$ cat src/rtl/rx_control.sv
`default_nettype none
// ============================================================================
//  Module      : rx_control
//  Description : UART receive sequencing controller. Detects the start bit,
//                times half/full bit intervals from baud_k, counts bits and
//                issues start/doit/btu/done to the receive datapath.
//                Optional build macro RX_SYNC_EN adds a 2-flop rx
//                synchronizer and exports the synchronized line on rx_s.
//  Revision    : 1.0 - initial release
// ============================================================================
module rx_control #(
    parameter int BAUD_W = 19,
    parameter int BCNT_W = 4
) (
    input  logic              clk,
    input  logic              reset,
    input  logic              rx,
    input  logic [BAUD_W-1:0] baud_k,
    input  logic              eight,
    input  logic              pen,
    output logic              start,
    output logic              doit,
    output logic              btu,
    output logic              done,
    output logic [BCNT_W-1:0] bit_cnt
`ifdef RX_SYNC_EN
    ,
    output logic              rx_s
`endif
);

    typedef enum logic [1:0] {
        ST_IDLE  = 2'd0,
        ST_START = 2'd1,
        ST_DATA  = 2'd2
    } state_t;

    localparam logic [BAUD_W-1:0] C_MIN_K = BAUD_W'(2);

    state_t              r_state;
    logic [BAUD_W-1:0]   r_bt_cnt;
    logic [BCNT_W-1:0]   r_bit_cnt;
    logic                r_eight;
    logic                r_pen;
    logic                r_done;

    logic                w_rx;
    logic [BAUD_W-1:0]   w_k;
    logic [BAUD_W-1:0]   w_half;
    logic [BAUD_W-1:0]   w_term;
    logic [BCNT_W-1:0]   w_last_idx;
    logic                w_btu;
    logic                w_last;

`ifdef RX_SYNC_EN
    logic r_sync1;
    logic r_sync2;

    // Both stages reset to the idle level so no false start is seen after reset
    always_ff @(posedge clk or negedge reset) begin
        if (!reset) begin
            r_sync1 <= 1'b1;
            r_sync2 <= 1'b1;
        end else begin
            r_sync1 <= rx;
            r_sync2 <= r_sync1;
        end
    end

    assign w_rx = r_sync2;
    assign rx_s = r_sync2;
`else
    assign w_rx = rx;
`endif

    // Divisors below 2 would leave no room for a half-bit interval
    assign w_k        = (baud_k < C_MIN_K) ? C_MIN_K : baud_k;
    assign w_half     = w_k >> 1;
    assign w_term     = (r_state == ST_START) ? w_half : w_k;
    assign w_btu      = (r_state != ST_IDLE) && (r_bt_cnt == (w_term - BAUD_W'(1)));
    assign w_last_idx = BCNT_W'(7) + BCNT_W'(r_eight) + BCNT_W'(r_pen);
    assign w_last     = (r_bit_cnt == w_last_idx);

    always_ff @(posedge clk or negedge reset) begin
        if (!reset) begin
            r_state   <= ST_IDLE;
            r_bt_cnt  <= '0;
            r_bit_cnt <= '0;
            r_eight   <= 1'b0;
            r_pen     <= 1'b0;
            r_done    <= 1'b0;
        end else begin
            r_done <= 1'b0;
            case (r_state)
                ST_IDLE: begin
                    if (!w_rx) begin
                        r_state   <= ST_START;
                        r_bt_cnt  <= '0;
                        r_bit_cnt <= '0;
                        r_eight   <= eight;
                        r_pen     <= pen;
                    end
                end
                ST_START: begin
                    if (w_btu) begin
                        r_bt_cnt <= '0;
                        r_state  <= w_rx ? ST_IDLE : ST_DATA;
                    end else begin
                        r_bt_cnt <= r_bt_cnt + BAUD_W'(1);
                    end
                end
                ST_DATA: begin
                    if (w_btu) begin
                        r_bt_cnt  <= '0;
                        r_bit_cnt <= r_bit_cnt + BCNT_W'(1);
                        if (w_last) begin
                            r_state <= ST_IDLE;
                            r_done  <= 1'b1;
                        end
                    end else begin
                        r_bt_cnt <= r_bt_cnt + BAUD_W'(1);
                    end
                end
                default: begin
                    r_state  <= ST_IDLE;
                    r_bt_cnt <= '0;
                end
            endcase
        end
    end

    assign start   = (r_state == ST_START);
    assign doit    = (r_state == ST_START) || (r_state == ST_DATA);
    assign btu     = w_btu;
    assign done    = r_done;
    assign bit_cnt = r_bit_cnt;

endmodule
`default_nettype wire

$ cat config.mk
export PLATFORM = sky130hd
export DESIGN_NAME = rx_control
export DESIGN_NICKNAME = d
export VERILOG_FILES = /design/src/rtl/rx_control.sv
export SDC_FILE = /design/constraint.sdc
export NUM_CORES = 1
export LEC_CHECK = 0
export CORE_MARGIN = 4
export CORE_UTILIZATION = 57
export DETAILED_ROUTE_END_ITERATION = 10
export HOLD_SLACK_MARGIN = 0.02
export PLACE_DENSITY = 0.81
export SYNTH_ARGS = -nofsm -noshare
export SYNTH_HDL_FRONTEND = slang
export SYNTH_SLANG_ARGS = --single-unit
export TNS_END_PERCENT = 5
$ cat constraint.sdc
create_clock -name clk -period 5.5 [get_ports clk]
set_input_delay 0.825 -clock clk [delete_from_list [all_inputs] [get_ports clk]]
set_output_delay 0.825 -clock clk [all_outputs]
set_load 0.01 [all_outputs]
==> impl_summary.md, run 1 <==
Yosys
In this run, distinct cell masters in the synthesized netlist total 66. By area, the combinational part of the netlist is dominated by simple AND/OR/NAND/NOR gates. The count of mapped cells out of synthesis is 335. Sorting the synthesized cells by how often they occur yields dfrtp_1, nor2_1, xor2_1. Sorting the synthesized cells by area gives the leading types as dfrtp_1, xor2_1, xnor2_1, nand3_1, nor2_1. The share of the Yosys chip area taken by registers is 0.255. The async set-reset flop share out of synthesis is 1.00. The library cell occupying the most area in the post-synthesis netlist is dfrtp_1. Summing every instance area after synthesis gives 2750 um2. The post-synthesis compound-gate area fraction is 0.154. Of the total synthesized cell area, the portion taken by full adders, half adders and majority gates is 0.0318. Of the post-synthesis cell area, the dominant cell type holds 0.255. After synthesis the netlist holds a flip-flop and latch count of 28.

The multiplexer fraction of the synthesized cell area is 0.0528. The synthesized-area fraction occupied by xor and xnor cells is 0.146. The net count after synthesis is 366.

The average instance area after synthesis is 8.21 um2. The total number of yosys warnings is 0. The number of flops mapped to enable cells by yosys is 0. Yosys instantiated no cell more often than dfrtp_1. The most used flip-flop cell after synthesis is dfrtp_1. Of the total synthesized cell area, the portion taken by AND, OR, NAND and NOR gates is 0.312.

Worst setup path
The kind of critical path is in2out. The path depth of the worst reg2reg path is 17. In this run the critical register-to-register path is captured at bit_cnt[1]. The kind of start point of the critical path is an input port. The endpoint required time on the critical path is 4680 ps. In this design, the critical path's most frequently occurring cell is nand3_2.

The minimum setup slack among reg-to-reg paths is 1190 ps. Together, buffers and inverters on the worst path number 4. The cell with the largest stage delay on the worst path is clkdlybuf4s50_1.

The startpoint identified for the worst register-to-register timing path is r_state[1]. At the worst endpoint, the arrival time is 4420 ps. Along the worst path, the maximum fanout reaches 5. The family with the most delay on the worst path is simple AND/OR/NAND/NOR gates. In this run the number of cells on the critical path is 17. In this design, the stage delay of the slowest critical-path cell is 440 ps. The element type at the critical path end is an output port. Walking the worst path, the cells encountered are clkdlybuf4s50_1 > nor4_2 > buf_4 > nand3_2 > or3_4 > o311ai_2 > ha_2 > nor2b_4 > nand3_2 > or3_1 > and3_1 > a2111oi_2 > a41o_1 > nand3_2 > or2_4 > inv_2 > clkbuf_2.

Job
The number of violations of the max-capacitance limit is 0.

Timing
The worst path meets setup with 253 ps of slack. The number of pins with negative max-slew slack in the final report is 0. The worst pin sits at a relative slew slack of 0.598.

For the final database, setup skew stands at 14.4 ps. The transition time of the tightest slew-check pin is 600 ps. The aggregate negative setup slack is 0 ps.

Derived from the worst setup path, the maximum achievable clock frequency is 0.191 GHz. The setup violation total in the final timing report is 0. Of the available clock period, the critical path in the final layout requires 0.954. After layout, the minimum clock period comes to 5250 ps. The final hold violation count was 0.

GRT
The overflow left after global routing is 0. Entering global routing, the biggest net connects 29 pins. The total track usage is 0.258. The number of global-route vias before repair was 2777.

The initial antenna violation count is 0. The first-pass GRT wire length is 12700 um.

CTS
The library cell used as clock root buffer is clkbuf_8. The maximum number of buffers from clock root to sink is 2. The number of buffers created by CTS is 3. In this run the number of H-tree levels came out at 1. TritonCTS built the clock tree. The hold buffer count at CTS is 0. The clock sink count is 28. The clock slew seen by the registers of the worst setup and hold paths is 100 ps.

Clock latency on the worst-skew pair, taken at its later pin, is 280 ps.

Floorplan
After floorplanning, the core was divided into 25 placement rows. The count of pins on the block boundary is 32. The x dimension of the die is 77.5 um. The standard cell core area is 4690 um2.

The initial core utilization is 0.586. From bottom edge to top edge, the die measures 77.5 um. The floorplan step defined a die boundary enclosing 6000 um2.

Placement
OpenSTA, run right after detailed placement, puts the worst setup slack at -358 ps. Routability-driven placement finished with a final weighted congestion of 0.882. The wire-length estimate of the detail-placed layout is 5680 um. Buffers placed on the I/O ports in this run total 31.

Layout
The total of fill cells in the finished design is 359. The antenna cell count is 0. The proportion of layout cells with a drive suffix above 1 is 0.202. The combined area of the multi-input logic cells is 2000 um2.

In the final layout, flip-flops and latches occupy 701 um2. The area growth from synthesis to final layout is 27.7%. The number of nets in the layout is 430.

Hold path
The class of the worst hold path is reg2reg. The worst hold path passes through 2 cells. The end point of the worst hold path is r_eight. The worst hold path begins at r_eight.

Outcome
The flow ran to the end, and the final reports show no timing, DRC or antenna violations.

Routing
The pre-antenna-repair detailed-routing pass consisted of 5 iterations. For this block, the routed nets add up to 7540 um of wire. The final route contains 2775 vias. The detail route stage leaves a number of antenna-violating nets equal to 0. The DRC violation total after the first TritonRoute iteration is 211.

Dividing the detail-routed wire length by the instance count gives 16.7 um. Using the TritonRoute via totals, the vias-per-cell ratio works out to 6.15. After detailed routing, the number of remaining DRC violations is 0.

Power
Across the VDD grid, the largest voltage drop is 0.000270 V. In this run the power density over the cells is 256 nW/um2. For this design the static power due to leakage is 1.46 nW.
## metal layers
layer,track usage,vias up,part of all wire
li1,-,1338,-
met1,0.339,1334,0.44
met2,0.437,81,0.50
met3,0.0278,22,0.038
met4,0.0943,0,0.024
met5,0,-,0
## through the flow
stage          hold WS [ps]  utilization  area [um2]  total power, mW  cells
3_3_place_gp            529        0.720        3380            0.747    446
4_1_cts                 560        0.737        3460            0.886    450
5_1_grt                 638        0.749        3510            0.961    451
2_1_floorplan           507            -        2750            0.605    335
6_report                557        0.749        3510            0.900    451
3_5_place_dp            534        0.720        3380            0.762    446
## power by group
group	total (mW)	internal, mW	switching [mW]
combinational	0.546	0.243	0.303
sequential	0.243	0.226	0.0170
clock	0.111	0.0493	0.0620
total	0.900	0.518	0.382
## kinds of logic after synthesis
kind of cell | Yosys count
adder cells (fa/ha/maj) | 7
buffers and inverters | 32
XOR/XNOR | 46
multiplexers | 14
flip-flops | 28
AO/OA/AOI/OAI | 57
AND/OR/NAND/NOR | 151
## placed cells by master (no fill, tap or decap), drive strengths merged, types with 2 or more instances in the layout
cell and count:
nand4 7, and3 6, xor2 26, a311oi 2, buf 46, mux2i 10, xnor2 20, nor4b 3
clkbuf 4, o221a 2, nand2 24, ha 7, nor2b 5, and2 5, o2111ai 3, a21oi 6
dfrtp 28, o31ai 5, or3 7, nand3b 2, and4 4, clkdlybuf4s50 30, inv 13, o21ai 13
o22ai 3, nand2b 7, nor3 12, nand3 23, or2 3, o31a 3, a31oi 4, mux2 4
nor4 9, a22o 3, nor2 27, or4 4
## layout make-up
| type | count | share of cell area |
|---|---|---|
| Tap cell | 54 | 0.0192 |
| Inverter | 14 | 0.0150 |
| Multi-Input combinational cell | 275 | 0.568 |
| Sequential cell | 28 | 0.199 |
| Clock buffer | 3 | 0.0118 |
| Timing Repair Buffer | 77 | 0.186 |
## how the worst max path moves through the flow
| stage | start | to | slack [ps] |
|---|---|---|---|
| floorplan | baud_k[2] | btu | 340 |
| global placement | baud_k[18] | btu | -260 |
| detailed placement | baud_k[18] | btu | -360 |
| CTS | baud_k[15] | btu | 110 |
| global route | baud_k[15] | btu | -10 |
| finish | baud_k[15] | btu | 250 |
## state kept, by name, summed over array words and instances (netlist names)
| name | count |
|---|---|
| r_bt_cnt | 19 |
| r_state | 2 |
| r_pen | 1 |
| r_eight | 1 |
| bit_cnt | 4 |
| done | 1 |
## repair_timing
item,in CTS,in global routing
resized for setup,10,11
endpoints found under the setup margin,1,1
pin swaps,6,5
setup buffers,1,1
## worst min-delay path: stages, from the launching register on
cell,delay [ps]
dfrtp_1,340
inv_1,50
o21ai_0,140
Power figures use the tool's default switching activity.
==> run 2: changes to the inputs <==
--- a/config.mk
+++ b/config.mk
@@ -10,7 +10,7 @@
 export DETAILED_ROUTE_END_ITERATION = 10
 export HOLD_SLACK_MARGIN = 0.02
 export PLACE_DENSITY = 0.81
+export SETUP_SLACK_MARGIN = 0.1
 export SYNTH_ARGS = -nofsm -noshare
 export SYNTH_HDL_FRONTEND = slang
 export SYNTH_SLANG_ARGS = --single-unit
-export TNS_END_PERCENT = 5
==> run 2 against run 1 <==
Sequential cell count did not move. Clock power is essentially flat. Final cell count up 0.89%. Sequential share of layout area fell by 0.34 points. Maximum frequency is 1.1% higher. Worst setup slack better by 59 ps. Largest power group unchanged. Highest routed layer unchanged.
==> impl_summary.md, run 2 (synthesis results as in run 1) <==
Outcome
The run finished with clean final reports.

Routing
The post-route antenna net violation count is 0. The number of design rule violations left after detail routing is 0. The length of the first detailed-routing pass in iterations is 4.

The total wirelength of the detailed-routed design is 7690 um. The via density per instance is 6.19. The wire length per cell is 16.9 um. Detailed routing inserted a total of 2818 vias.

The DRC violation total after the first TritonRoute iteration is 221.

Layout
Leaving out fill and tap cells, the most frequent cell in the layout is buf_4. The number of antenna diodes in the final layout is 0. The number of non-filler instances in the completed layout is 455. The top cell types in the final layout, fill and taps aside, are buf_4, dfrtp_1, xor2_1, nor2_1, clkdlybuf4s50_1.

The total of fill cells in the finished design is 353. The number of flip-flops under the largest register name is 19. The area growth from synthesis to layout is 29.9%. More flip-flops sit in one register than any other, and that register is r_bt_cnt. The proportion of layout cells with a drive suffix above 1 is 0.212.

Measured on the finished design, the core utilization comes to 0.762. The final layout contains 434 nets.

Floorplan
The number of rows in the core area is 25. The count of pins on the block boundary is 32. The region available for standard cell placement spans 4690 um2. The height of the chip is 77.5 um. In this run the horizontal extent of the chip is 77.5 um.

The die covers 6000 um2. The initial utilization of the core area, before any placement, comes to 0.586.

Timing
The minimum clock period after layout is 5190 ps. The final hold violation count was 0. The worst pin sits at a relative slew slack of 0.593. Setup repair after global routing left no endpoint under its margin.

The aggregate negative setup slack is 0 ps. The transition time of the tightest slew-check pin is 609 ps. The peak clock frequency supported by timing is 0.193 GHz. Setup violations remaining at the end of the flow were counted as 0. The clock skew after layout is 14.6 ps. The number of pins with negative max-slew slack in the final report came to 0.

The final worst setup slack is 312 ps. The ratio of final minimum period to clock period is 0.943.

CTS
After clock tree synthesis, the clock-pin slew on the worst setup and hold paths is 100 ps. The clock sink count is 28. The number of hold buffers added after CTS was 0. The number of buffers created by CTS is 3. The maximum number of buffers from clock root to sink is 2. The library cell used as clock root buffer is clkbuf_8. CTS built an H-tree with a depth of 1. The clock tree from TritonCTS is yes. At the later pin of the worst-skew pair, clock insertion delay measures 280 ps.

Power
Across the VDD grid, the largest voltage drop is 0.000272 V. The standby leakage power is 1.53 nW. Power spread over the standard cell area amounts to 255 nW/um2. Summing internal, switching and leakage power gives 0.911 mW.

Placement
Port buffering added 31 buffers. The total instance count after detailed placement is 446. The setup slack at placement is -358 ps. The placed wire-length estimate is 5680 um.

The congestion estimate from routability-driven global placement came to 0.882.

GRT
The overflow left after global routing is 0. Entering global routing, the biggest net connects 29 pins. The initial antenna violation count is 0. The total track usage is 0.258. The first-pass GRT wire length is 12700 um. The number of global-route vias before repair is 2777.

Worst setup path
STA classifies the critical path startpoint as an input port. Data on the critical path arrives at its endpoint at 4360 ps. The critical path in this run is classified as in2out. The element type at the critical path end is an output port. In this run the worst path has a maximum fanout of 5. Data on the critical path is required at its endpoint by 4680 ps.

Job
Max-cap violations in this run came to 0.

Hold path
The class of the worst hold path is reg2reg.
run 2: cell types whose count changed in the layout (fill, tap and decap cells not counted):
cell / before / now
buf_6: 1 / 2
dlymetal6s2s_1: 0 / 5
o311ai_4: 0 / 1
clkdlybuf4s50_1: 30 / 25
nor3_2: 1 / 2
nor3_1: 10 / 9
buf_4: 45 / 48
o311ai_2: 1 / 0
run 2: final timing paths:
path                            slack [ps]        from            to  cells after the start
worst max-delay path                   310  baud_k[13]           btu                     17
worst min-delay path                   560     r_eight       r_eight                      2
worst max register to register        1110  r_state[1]    bit_cnt[1]                     17
worst min register to register         560     r_eight       r_eight                      2
max in group asynchronous             4290       reset  r_bt_cnt[14]                      2
min in group asynchronous              930       reset    r_state[1]                      2
run 2: final cells by class:
cell class              instances  area (um2)  area share
flip-flops and latches         28         701       0.196
inverters                      14        52.6      0.0147
clock buffers                   3        41.3      0.0116
repair buffers                 81         701       0.196
well taps                      54        67.6      0.0189
multi-input cells             275        2010       0.563
run 2: routing by layer:
metal	vias to the layer above	track usage	share of wire
li1	1354	-	-
met1	1347	0.339	0.43
met2	98	0.437	0.49
met3	19	0.0278	0.053
met4	0	0.0943	0.022
met5	-	0	0
run 2: what timing repair did:
item | in CTS | in global routing
resized for setup | 10 | 19
pin swaps | 6 | 11
cloned | 0 | 0
setup endpoints to repair | 1 | 1
buffers inserted | 1 | 5
run 2: critical path, cell delays in order:
cell             delay, ps
clkdlybuf4s50_1        440
nor3_1                 190
buf_4                  150
nand3_2                 90
or3_4                  400
o311ai_4               110
ha_2                   260
nor2b_4                180
nand3_2                120
or3_1                  340
and3_1                 210
a2111oi_2              340
a41o_1                 180
nand3_2                 80
or2_4                  270
inv_2                   60
clkbuf_2               120
run 2: report_power, final:
group	internal, mW	leakage (nW)	total [mW]	switching [mW]
Clock	0.0493	0.0216	0.112	0.0626
Combinational	0.249	1.12	0.556	0.307
Sequential	0.226	0.384	0.243	0.0170
run 2: metrics by stage:
stage | instance area, um2 | hold WS (ps)
finish | 3570 | 558
floorplan | 2750 | 507
CTS | 3460 | 560
detailed placement | 3380 | 534
global route | 3570 | 638
global placement | 3380 | 529
==> run 3: changes to the inputs <==
--- a/config.mk
+++ b/config.mk
@@ -5,7 +5,7 @@
 export SDC_FILE = /design/constraint.sdc
 export NUM_CORES = 1
 export LEC_CHECK = 0
-export CORE_MARGIN = 4
+export CORE_MARGIN = 1.5
 export CORE_UTILIZATION = 57
 export DETAILED_ROUTE_END_ITERATION = 10
 export HOLD_SLACK_MARGIN = 0.02
==> constraint.sdc (replaced) <==
create_clock -name clk -period 5.5 [get_ports clk]
set_input_delay 0.825 -clock clk [delete_from_list [all_inputs] [get_ports clk]]
set_output_delay 0.825 -clock clk [all_outputs]
set_load 0.1 [all_outputs]
==> run 3 against run 2 <==
Global-route usage rose by 3.1 points. Hold slack improved by 8.4 ps. Sequential power barely moved. Clock power barely moved. Critical path depth did not move. Sequential share of layout area rose by 0.35 points. Worst setup slack got worse by 60 ps. Clock skew fell by 6.9 ps. Power rose by 3.3%. Utilization fell by 1.3 points. Final cell count fell by 2.0%. Largest power group unchanged. Highest routed layer unchanged.
==> impl_summary.md, run 3 (synthesis results as in run 1) <==
Placement
The total instance count after detailed placement is 440. After legalization and detailed placement, the total HPWL measured 5400 um. Summing all placed instances gives a cell area of 3350 um2. The count of buffers from port buffering is 31. The global placer's final weighted congestion is 0.879.

Timing
Final hold analysis gives a worst-case slack of 566 ps. Setup violations remaining at the end of the flow were counted as 0. The clock skew after layout is 7.73 ps. The number of pins with negative max-slew slack in the final report is 0. Setup repair after global routing left no endpoint under its margin.

The ratio of final minimum period to clock period is 0.954. Measured against its own limit, the worst slew margin works out to 0.353. The peak clock frequency supported by timing is 0.191 GHz. The transition time of the tightest slew-check pin is 967 ps. The final hold violation count is 0. The worst path in the final design needs a cycle of 5250 ps, including I/O delays and setup.

GRT
The pin count of the biggest net entering global routing is 29. The number of global-route vias before repair was 2522. The initial antenna violation count came to 0.

The first global-routing pass estimated 12000 um of wire. In the global route stage, overall resource usage came out at 0.289. The overflow left after global routing is 0.

Hold path
The worst hold path belongs to the class reg2reg.

Power
The total power after layout is 0.941 mW. The peak supply drop is 0.000192 V. The internal power is 0.507 mW. The clock power share is 0.122. In this run the power spent charging and discharging nets is 0.433 mW.

The combinational share of power is 0.618. The standby leakage power is 1.49 nW. The power per cell area is 268 nW/um2. The switching fraction of total power is 0.461. Of the total power, registers draw 0.259.

Routing
The total wirelength of the detailed-routed design is 7450 um. The pre-antenna-repair detailed-routing pass consisted of 5 iterations. After detailed routing, the number of vias per cell comes to 6.31. The detailed-routed wire length on met2 is 3610 um. After the first detailed-routing iteration, the DRC count stood at 394. The detailed-routing wirelength on met1 is 3190 um. Routed signal wires occupy layers up through met4. After detailed routing, the average wire length per cell comes to 16.7 um. For this block, the via count after detailed routing is 2816. After detailed routing, the number of remaining DRC violations is 0. The routed length on met3 is 476 um.

In this run the remaining antenna-violating nets after routing total 0.

CTS
The clock tree from TritonCTS is yes. Clock tree synthesis found a total of 28 sinks. The clock slew seen by the registers of the worst setup and hold paths is 100 ps.

The worst-skew pair later-pin latency is 280 ps. The library cell used as clock root buffer is clkbuf_8. The number of buffers created by CTS is 3.

In this run the number of H-tree levels came out at 1. The maximum number of buffers from clock root to sink is 2.

Floorplan
The height of the chip is 72.5 um. The number of rows in the core area is 25. The overall die area is 5250 um2. The floorplan step defined a core boundary enclosing 4690 um2. The initial core utilization is 0.586. In this run the horizontal extent of the chip is 72.5 um.

The count of pins on the block boundary is 32.

Layout
The combined area of the multi-input logic cells is 2000 um2. The proportion of layout cells with a drive suffix above 1 is 0.196. More flip-flops sit in one register than any other, and that register is r_bt_cnt.

For this run, the number of standard cells in the final layout without fillers is 446. The number of antenna diodes in the final layout is 0. Leaving out fill and tap cells, the most frequent cell in the layout is buf_4. The register with the most flip-flops in the layout has 19 of them. The utilization of the core after routing is 0.749.

The area growth from synthesis to layout is 27.6%. The layout has 339 filler cells. The finished layout cell area is 3510 um2. In the final layout, flip-flops and latches occupy 701 um2. In the layout the commonest cells are buf_4, dfrtp_1, xor2_1, nor2_1. The number of nets in the layout is 425.

Worst setup path
Data arrives at the worst endpoint at 4420 ps. The worst setup path is launched from an input port. The endpoint required time on the critical path is 4680 ps. The element type at the critical path end is an output port. The kind of critical path is in2out. The highest fanout seen on the critical path is 4.

Outcome
The run finished with clean final reports.

Job
The number of violations of the max-capacitance limit is 0.
-- run 3: path summary, 6_finish.rpt --
check | from | cells past startpoint | slack, ps | endpoint
setup / recovery | baud_k[13] | 17 | 250 | btu
hold / removal | r_eight | 2 | 570 | r_eight
setup reg to reg | r_state[1] | 18 | 930 | bit_cnt[1]
hold reg to reg | r_eight | 2 | 570 | r_eight
max in group asynchronous | reset | 2 | 4320 | r_bt_cnt[17]
min in group asynchronous | reset | 2 | 900 | r_state[1]
-- run 3: metrics by stage --
stage               setup slack [ps]  setup TNS [ps]
floorplan                        196               0
global placement                21.4               0
detailed placement             -89.6           -89.6
CTS                              115               0
global route                    38.5               0
finish                           252               0
-- run 3: final cells by class --
type,instances,area share
clock buffers,3,0.0118
inverters,14,0.0157
multi-input cells,275,0.570
well taps,54,0.0192
flip-flops and latches,28,0.200
repair buffers,72,0.184
-- run 3: per-layer routing --
layer | vias to the layer above | global-route usage
li1 | 1332 | -
met1 | 1328 | 0.410
met2 | 134 | 0.478
met3 | 22 | 0.0222
met4 | 0 | 0.0734
met5 | - | 0
-- run 3: repair_timing --
| action | CTS | global route |
|---|---|---|
| pin swaps | 5 | 10 |
| endpoints found under the setup margin | 1 | 1 |
| hold buffers | 0 | 0 |
| setup buffers | 1 | 2 |
| resized for setup | 7 | 18 |
-- run 3: worst max-delay path, stage by stage --
cell and delay [ps]:
clkdlybuf4s50_1 440, nor3_2 250, nand3_1 150, or3_4 410
o311ai_2 110, ha_2 270, nor2b_4 190, nand3_1 110
buf_4 160, or4_4 410, nand3_1 90, o221a_2 180
xor2_1 170, nand3_1 140, or2_4 270, inv_4 70
buf_12 160
-- run 3: power groups by stage --
stage	registers, mW	logic [mW]	clock network, mW
after detailed placement	0.247	0.555	0
after CTS	0.244	0.566	0.115
final	0.244	0.582	0.115
after global placement	0.245	0.546	0
after global routing	0.247	0.632	0.125
after floorplan	0.242	0.420	0
